`src/rtl/tile_redraw_scheduler.sv`:
```
// Dirty-tile redraw scheduler: tracks per-tile board changes and issues tiles to a drawer round-robin.
// Optional drawer watchdog enabled by defining SCHED_TIMEOUT_EN.
module tile_redraw_scheduler (
  input  logic        clk,
  input  logic        reset,
  input  logic [63:0] mineMap,
  input  logic [63:0] flagMap,
  input  logic [63:0] stepMap,
  input  logic        full_redraw,
  input  logic        draw_done,
  output logic        draw_start,
  output logic [5:0]  tile_n,
  output logic [2:0]  tile_status,
  output logic        busy,
  output logic        frame_done,
  output logic        timeout_err
);

  typedef enum logic [1:0] {IDLE, ISSUE, WAIT} state_t;

  state_t      state, state_nxt;
  logic [63:0] dirty, dirty_nxt;
  logic [63:0] snap_mine, snap_flag, snap_step, mismatch;
  logic [5:0]  ptr, sel;
  logic        sel_valid, take, done_wait, timeout_hit;

  assign mismatch = (mineMap ^ snap_mine) | (flagMap ^ snap_flag) | (stepMap ^ snap_step);

  // Lowest dirty index overall, then overridden by the lowest at or above ptr if one exists.
  always_comb begin
    sel       = '0;
    sel_valid = 1'b0;
    for (int k = 63; k >= 0; k--) begin
      if (dirty[k]) begin
        sel       = 6'(k);
        sel_valid = 1'b1;
      end
    end
    for (int k = 63; k >= 0; k--) begin
      if (dirty[k] && (6'(k) >= ptr)) sel = 6'(k);
    end
  end

`ifdef SCHED_TIMEOUT_EN
  logic [8:0] wait_cnt;

  always_ff @(posedge clk) begin
    if (reset)                                   wait_cnt <= '0;
    else if (state == ISSUE)                     wait_cnt <= '0;
    else if (state == WAIT && wait_cnt != 9'd511) wait_cnt <= wait_cnt + 9'd1;
  end

  assign timeout_hit = (state == WAIT) && !draw_done && (wait_cnt == 9'd511);
`else
  assign timeout_hit = 1'b0;
`endif

  always_comb begin
    state_nxt = state;
    take      = 1'b0;
    done_wait = 1'b0;
    case (state)
      IDLE:  if (sel_valid) begin
               state_nxt = ISSUE;
               take      = 1'b1;
             end
      ISSUE: state_nxt = WAIT;
      WAIT:  if (draw_done || timeout_hit) begin
               state_nxt = IDLE;
               done_wait = 1'b1;
             end
      default: state_nxt = IDLE;
    endcase

    // Priority: full_redraw > selection clear > change detect / timeout requeue.
    dirty_nxt = dirty | mismatch;
    if (timeout_hit) dirty_nxt[tile_n] = 1'b1;
    if (take)        dirty_nxt[sel]    = 1'b0;
    if (full_redraw) dirty_nxt         = '1;
  end

  always_ff @(posedge clk) begin
    if (reset) begin
      state       <= IDLE;
      ptr         <= '0;
      dirty       <= '1;
      snap_mine   <= '0;
      snap_flag   <= '0;
      snap_step   <= '0;
      tile_n      <= '0;
      tile_status <= '0;
      frame_done  <= 1'b0;
      timeout_err <= 1'b0;
    end else begin
      state       <= state_nxt;
      dirty       <= dirty_nxt;
      frame_done  <= done_wait && (dirty_nxt == '0);
      timeout_err <= timeout_hit;
      if (take) begin
        tile_n         <= sel;
        tile_status    <= {mineMap[sel], flagMap[sel], stepMap[sel]};
        snap_mine[sel] <= mineMap[sel];
        snap_flag[sel] <= flagMap[sel];
        snap_step[sel] <= stepMap[sel];
        ptr            <= sel + 6'd1;
      end
    end
  end

  assign draw_start = (state == ISSUE);
  assign busy       = (state != IDLE) || (dirty != '0);

endmodule

```
`config.mk`:
```
export PLATFORM = sky130hd
export DESIGN_NAME = tile_redraw_scheduler
export DESIGN_NICKNAME = d
export VERILOG_FILES = /design/src/rtl/tile_redraw_scheduler.sv
export SDC_FILE = /design/constraint.sdc
export NUM_CORES = 1
export LEC_CHECK = 0
export BUFFER_PORTS_ARGS = -buffer_cell sky130_fd_sc_hd__buf_2
export CELL_PAD_IN_SITES_DETAIL_PLACEMENT = 0
export CELL_PAD_IN_SITES_GLOBAL_PLACEMENT = 1
export CORE_MARGIN = 2
export CORE_UTILIZATION = 44
export CTS_CLUSTER_DIAMETER = 50
export DETAILED_ROUTE_END_ITERATION = 7
export GPL_TIMING_DRIVEN = 0
export PLACE_DENSITY_LB_ADDON = 0.2
export SETUP_SLACK_MARGIN = 0.2
export SYNTH_ARGS = -nofsm -noshare
export SYNTH_HDL_FRONTEND = slang
export SYNTH_SLANG_ARGS = --single-unit
```
`constraint.sdc`:
```
create_clock -name clk -period 5.26 [get_ports clk]
set_input_delay 0.789 -clock clk [delete_from_list [all_inputs] [get_ports clk]]
set_output_delay 0.789 -clock clk [all_outputs]
set_load 0.01 [all_outputs]
```
After elaboration in Yosys (flattened, before gate mapping) --
Index checks and enable logic that the tools add are counted. W data, S select, Z words.
Storage, ports and cells: flip-flop bits (word level) 274, input bits 196, output and inout port bits 13
Cells by class: $add $sub $neg 1, order comparisons 66, eq/ne operators 4, multiplexer cells 212, bitwise logic cells 8, reduce and logical (&&, ||, !) cells 72
Operator list (count):
- $mux W6 | 128
- $bwmux W64 | 3
- $ge A6 B6 Y1 const A | 32
- $or A64 B64 Y64 | 3
- $xor A64 B64 Y64 | 3
- $mux W64 | 2
- $ge A5 B6 Y1 const A | 16
- $mux W1 | 72
- $logic_and A1 B1 Y1 | 66
- $and A64 B64 Y64 | 1
- $logic_not A64 Y1 | 1
- $not A64 Y64 | 1
- $reduce_bool A64 Y1 | 1
- $ge A4 B6 Y1 const A | 8
- $ge A3 B6 Y1 const A | 4
- $bmux W1 S6 | 3
- $ge A1 B6 Y1 const A | 2
- $ge A2 B6 Y1 const A | 2
- $lt A6 B7 Y1 const B | 1
- $add A6 B1 Y6 const B | 1
- $demux W1 S6 | 1
- $ge A6 B1 Y1 const B | 1
- $pmux W2 S3 | 1
- $mux W2 | 2
- 7 further kinds | 8

Longest topological paths before layout --
depth after elaboration 138, depth in mapped cells 21

Worst setup path before layout --
No wires, ideal clock.
kind register -> register, from register ptr[1], to register snap_step[7], data arrival time 3.894 ns, data required time 5.103 ns, slack 1.209 ns, cell stages (with the launch flop) 19, buffers on the path 6, clock period less this slack 4.051 ns, cell sequence dfxtp_1 > buf_4 > buf_6 > o41ai_2 > a221oi_1 > or4b_1 > nor3_2 > a21o_1 > buf_4 > nand2_4 > inv_2 > buf_4 > buf_4 > mux2i_1 > o22ai_1 > a2111o_1 > a31oi_1 > buf_2 > a211oi_1
Between the ends: cells in the longest elaborated chain, start to end 71
RTL lines:
- start: declaration | line 24 | logic [5:0] ptr, sel;
- start signal: assignment | line 105 | ptr <= sel + 6'd1;
- $ge A6 B6 Y1 | line 40 | if (dirty[k] && (6'(k) >= ptr)) sel = 6'(k);
- $logic_and A1 B1 Y1 | line 40
- $mux W6 (63 in series) | line 40
- $mux W6 (*) | line 40
- $lt A6 B7 Y1 (implied by the code) / $ge A6 B1 Y1 (equally long branches) | line 104 | snap_step[sel] <= stepMap[sel];
- $logic_and A1 B1 Y1 (implied by the code) | line 104
- $mux W1 (implied by the code) | line 104
- $demux W1 S6 | line 104
- $bwmux W64 (*) | line 104
- end signal: indexed assignment | line 104
- end: declaration | line 23 | logic [63:0] snap_mine, snap_flag, snap_step, mismatch;
Mark *: on every way between the ends. The rest lies on a longest branch, timed or not. The select of a mux whose other input is x is not followed. A chain may end at the register's enable or synchronous reset.

Worst setup path in the final report --
from register dirty[6], to register frame_done
Between the ends: cells in the longest elaborated chain, start to end 81
RTL lines:
- start: declaration | line 22 | logic [63:0] dirty, dirty_nxt;
- start signal: assignment | line 96 | dirty <= dirty_nxt;
- $mux W6 (7 in series) | line 34 | if (dirty[k]) begin
- $mux W6 (64 in series) | line 40
- $lt A6 B7 Y1 (implied by the code) / $ge A6 B1 Y1 (equally long branches) | line 78 | if (take) dirty_nxt[sel] = 1'b0;
- $logic_and A1 B1 Y1 (implied by the code) | line 78
- $mux W1 (implied by the code) | line 78
- $demux W1 S6 | line 78
- $not A64 Y64 (no source line)
- $and A64 B64 Y64 (no source line)
- $mux W64 (*) | line 78
- $mux W64 (*) | line 79 | if (full_redraw) dirty_nxt = '1;
- $logic_not A64 Y1 (*) | line 97 | frame_done <= done_wait && (dirty_nxt == '0);
- $logic_and A1 B1 Y1 (*) | line 97
- end signal: assignment | line 97
- end: declaration | line 15 | output logic frame_done,
Mark *: on every way between the ends. The rest lies on a longest branch, timed or not.

==> summary.md <==
| Metric | Value |
|---|---|
| Status | finished, violations left |
| Violated checks | capacitance limit, slew limit |
| Nets | roughly 2600 |
| Fin worst setup slack | 0.0409 ns |
| Seq cells post-synth | around 270 |
| F_max | approximately 190 MHz |
| CTS clock-pin slew for the worst setup and hold paths | about 0.060 ns |
| Row count | between 70 and 80 |
| Drt total wl | between 90000 and 100000 um |
| Worst path slowest cell | or4b_4 |
| Yosys warns | 0 |
| Synth async-reset ratio | 0% |
| H-Tree Depth | 2 |
| Slew Limit Fails | 5 |
| Synth-to-Final Area Change | 26.6% |
| Mapped Cells | 2138 |
| Die width | ~200 um |
| Initial antenna violation count | 3 |
| Mapped Nets | approximately 2300 |
| Clock Root Buffer | clkbuf_16 |
| Data arrival, critical path | ~5.6 ns |
| Final core occ | a little under three fifths |
| Placer congestion estimate | 1.08 |
| Final setup vio count | 0 |
| Worst vdd ir | 281 uV |
| CP Launch Type | flop |
| Wire per inst | between 30 and 40 um |
| Critical path type | reg -> reg |
| Leakage power | 8.11 nW |
| Final Skew | about 0.036 ns |
| First-pass DRT Iterations | 6 |
| Worst-margin pin slew | roughly 1.6 ns |
| Gr usage total | 47.2% |
| Share of layout cells above drive strength 1 | roughly 24% |
| Pwr dens | approximately 420 mW/mm2 |
| Final period util | between 90% and 100% |
| Final Hold Vio Count | 0 |
| Vias in the first global route | approximately 19000 |
| Fillers | roughly 3600 |
| Max incr delay on CP | ~0.62 ns |
| Register area share after synthesis | 32.3% |
| Critical Path RT | between 5 and 6 ns |
| Sum Neg Setup Slack | 0 ns |
| Vias | approximately 20000 |
| Number of synthesized flops with an enable pin | 0 |
| Crit Path Max Fanout | 10 |
| Unrepaired setup endpoints after global routing | true |
| Synth unique cells | about 110 |
| # IOs | ~210 |
| Clk Latency, worst-skew pair | around 0.55 ns |
| Gr ovfl total | 0 |
| CTS Buf Count | 35 |
| Post-place setup slack | -1.88 ns |
| Crit path cell chain | clkbuf_2 -> nor4_4 -> a221oi_4 -> o311ai_4 -> buf_4 -> a41oi_4 -> a2111o_1 -> a21oi_4 -> nor2_1 -> o21a_1 -> buf_4 -> buf_6 -> o31ai_4 -> o221ai_2 -> or4b_4 -> nor4_4 |
| Worst Hold Class | reg -> reg |
| Clock Sinks | roughly 270 |
| Drt initial violations | 2746 |
| Top_reg_cell synth | dfxtp_1 |
| Die area | around 0.040 mm2 |
| DRC Markers | 0 |
| Total of max-cap violations | 3 |
| Vias per inst | roughly 6.9 |
| Max-slew headroom | -4.77% |
| Initial Util | between 40% and 50% |
| Global-route wire length before repair | about 140000 um |
| CTS tree | yes |
| Synthesized cell area | between 0.015 and 0.02 mm2 |
| Largest net degree at the start of global routing | 13 |
| Tmin final | roughly 5.2 ns |
| Die Height | 200 um |
| IO Port Bufs | just over 200 |
| Syn_area_per_cell | 7.94 um2 |
| Antenna viol nets, final | 0 |
| Clk buf depth | 3 |
| Core area | 0.0378 mm2 |
| Detailed placement HPWL | approximately 76000 um |
| Worst setup EP type | flop |
through the flow:
step / power, W / hold WS [ns] / area (um2) / cells
after CTS: 0.00843 / 0.470 / 20700 / 2936
final: 0.00907 / 0.473 / 21500 / 2972
after global placement: 0.00558 / 0.460 / 18700 / 2855
after global routing: 0.00908 / 0.490 / 21500 / 2971
after detailed placement: 0.00557 / 0.462 / 18700 / 2855
after floorplan: 0.00398 / 0.448 / 17000 / 2138
routing by layer:
layer	vias up	track usage, %	wire (um)
met5	-	0	46
met4	6	39.9	10200
met3	531	12.8	12000
met2	1686	71.5	42000
met1	9744	55.7	35000
li1	8537	-	-
worst max-delay path: cells and delay by family, from the launching register on:
kind            cells  cell delay [ns]
simple gates        4             1.60
flops               1             0.29
compound gates      8             2.33
buf+inv             4             0.85
path summary, 6_finish.rpt:
check	end	slack [ns]	from	cells after the start
max reg2reg	frame_done	0.04	dirty[6]	16
min reg2reg	tile_n[2]	0.47	tile_n[2]	2
min	tile_n[2]	0.47	tile_n[2]	2
max	frame_done	0.04	dirty[6]	16
sequential cells by signal, summed over array words and instances (netlist names):
| signal | flops |
|---|---|
| tile_status | 3 |
| snap_mine | 64 |
| state | 2 |
| snap_step | 64 |
| frame_done | 1 |
| tile_n | 6 |
| snap_flag | 64 |
| ptr | 6 |
| dirty | 64 |
placed cells by master (no fill, tap or decap), drive strengths merged, types with 6 or more instances in the layout:
master	Yosys	layout
a2111oi	8	8
a211oi	125	125
a21o	11	11
a21oi	125	125
a221o	9	9
a221oi	10	10
a22oi	13	13
a311oi	6	6
a31oi	16	16
and2	9	9
and3	11	11
buf	57	318
clkbuf	86	138
dfxtp	274	274
inv	23	25
mux2	8	8
mux2i	60	60
nand2	154	154
nand2b	9	9
nand3	66	66
nand4	20	20
nor2	294	294
nor2b	14	14
nor3	55	55
nor4	86	86
o211a	6	6
o211ai	27	27
o21a	11	11
o21ai	167	167
o21bai	9	9
o221ai	8	8
o22a	6	6
o22ai	25	25
o311ai	12	12
o31ai	10	10
or2	16	16
or4	11	11
xor2	190	190
cell usage after synthesis (all sizes together), types with 8 or more instances:
cell type	instances	area (um2)
o21ai	167	840
nor3	55	302
nor2b	14	87.6
nand2	154	603
nor2	294	1150
a211oi	125	953
o22ai	25	156
and3	11	68.8
o221ai	8	70.1
mux2i	60	601
o21bai	9	67.6
o31ai	10	80.1
a31oi	16	100
nor4	86	551
a21o	11	82.6
a221oi	10	93.8
nand2b	9	56.3
a221o	9	90.1
o21a	11	82.6
or4	11	82.6
clkbuf	86	323
mux2	8	90.1
and2	9	56.3
a21oi	125	641
nand4	20	131
dfxtp	274	5490
xor2	190	1660
o311ai	12	120
a2111oi	8	88.8
nand3	66	365
buf	57	370
a22oi	13	97.6
or2	16	100
o211ai	27	218
inv	23	86.3
layout make-up:
type	instances	area (um2)	area share, %
clock buffers	50	1010	4.72
flip-flops and latches	274	5490	25.5
well taps	511	639	2.97
plain buffers	143	993	4.62
inverters	23	103	0.477
repair buffers	263	1470	6.85
diodes	1	2.50	0.0116
multi-input cells	1698	11700	54.3
clock inverters	9	120	0.559
kinds of logic (layout without fill, tap and decap cells):
group                    count (synthesis)  count (layout)  share of synthesized area (%)
multiplexers                            70              70                           4.33
other                                    1               2                         0.0221
flip-flops                             274             274                           32.3
AO/OA/AOI/OAI                          660             660                           26.4
XOR/XNOR                               194             194                           10.0
AND/OR/NAND/NOR                        772             772                           22.3
buffers and inverters                  166             488                           4.59
adder cells (fa/ha/maj)                  1               1                         0.0737
power breakdown:
group | internal (W) | switching, W | total [W] | leakage, nW
combinational | 0.00131 | 0.00310 | 0.00440 | 5.34
clock | 0.00145 | 0.00101 | 0.00246 | 0.554
sequential | 0.00215 | 0.0000654 | 0.00221 | 2.21
total | 0.00490 | 0.00417 | 0.00907 | 8.11
repair_timing:
item                       4_1_cts  5_1_grt
setup endpoints to repair      241      203
cloned                           0        0
buffers inserted                22       35
pin swaps                       11       36
gates resized for setup        185      131
hold buffers                     0        0
(Power assumes the default switching activity.)
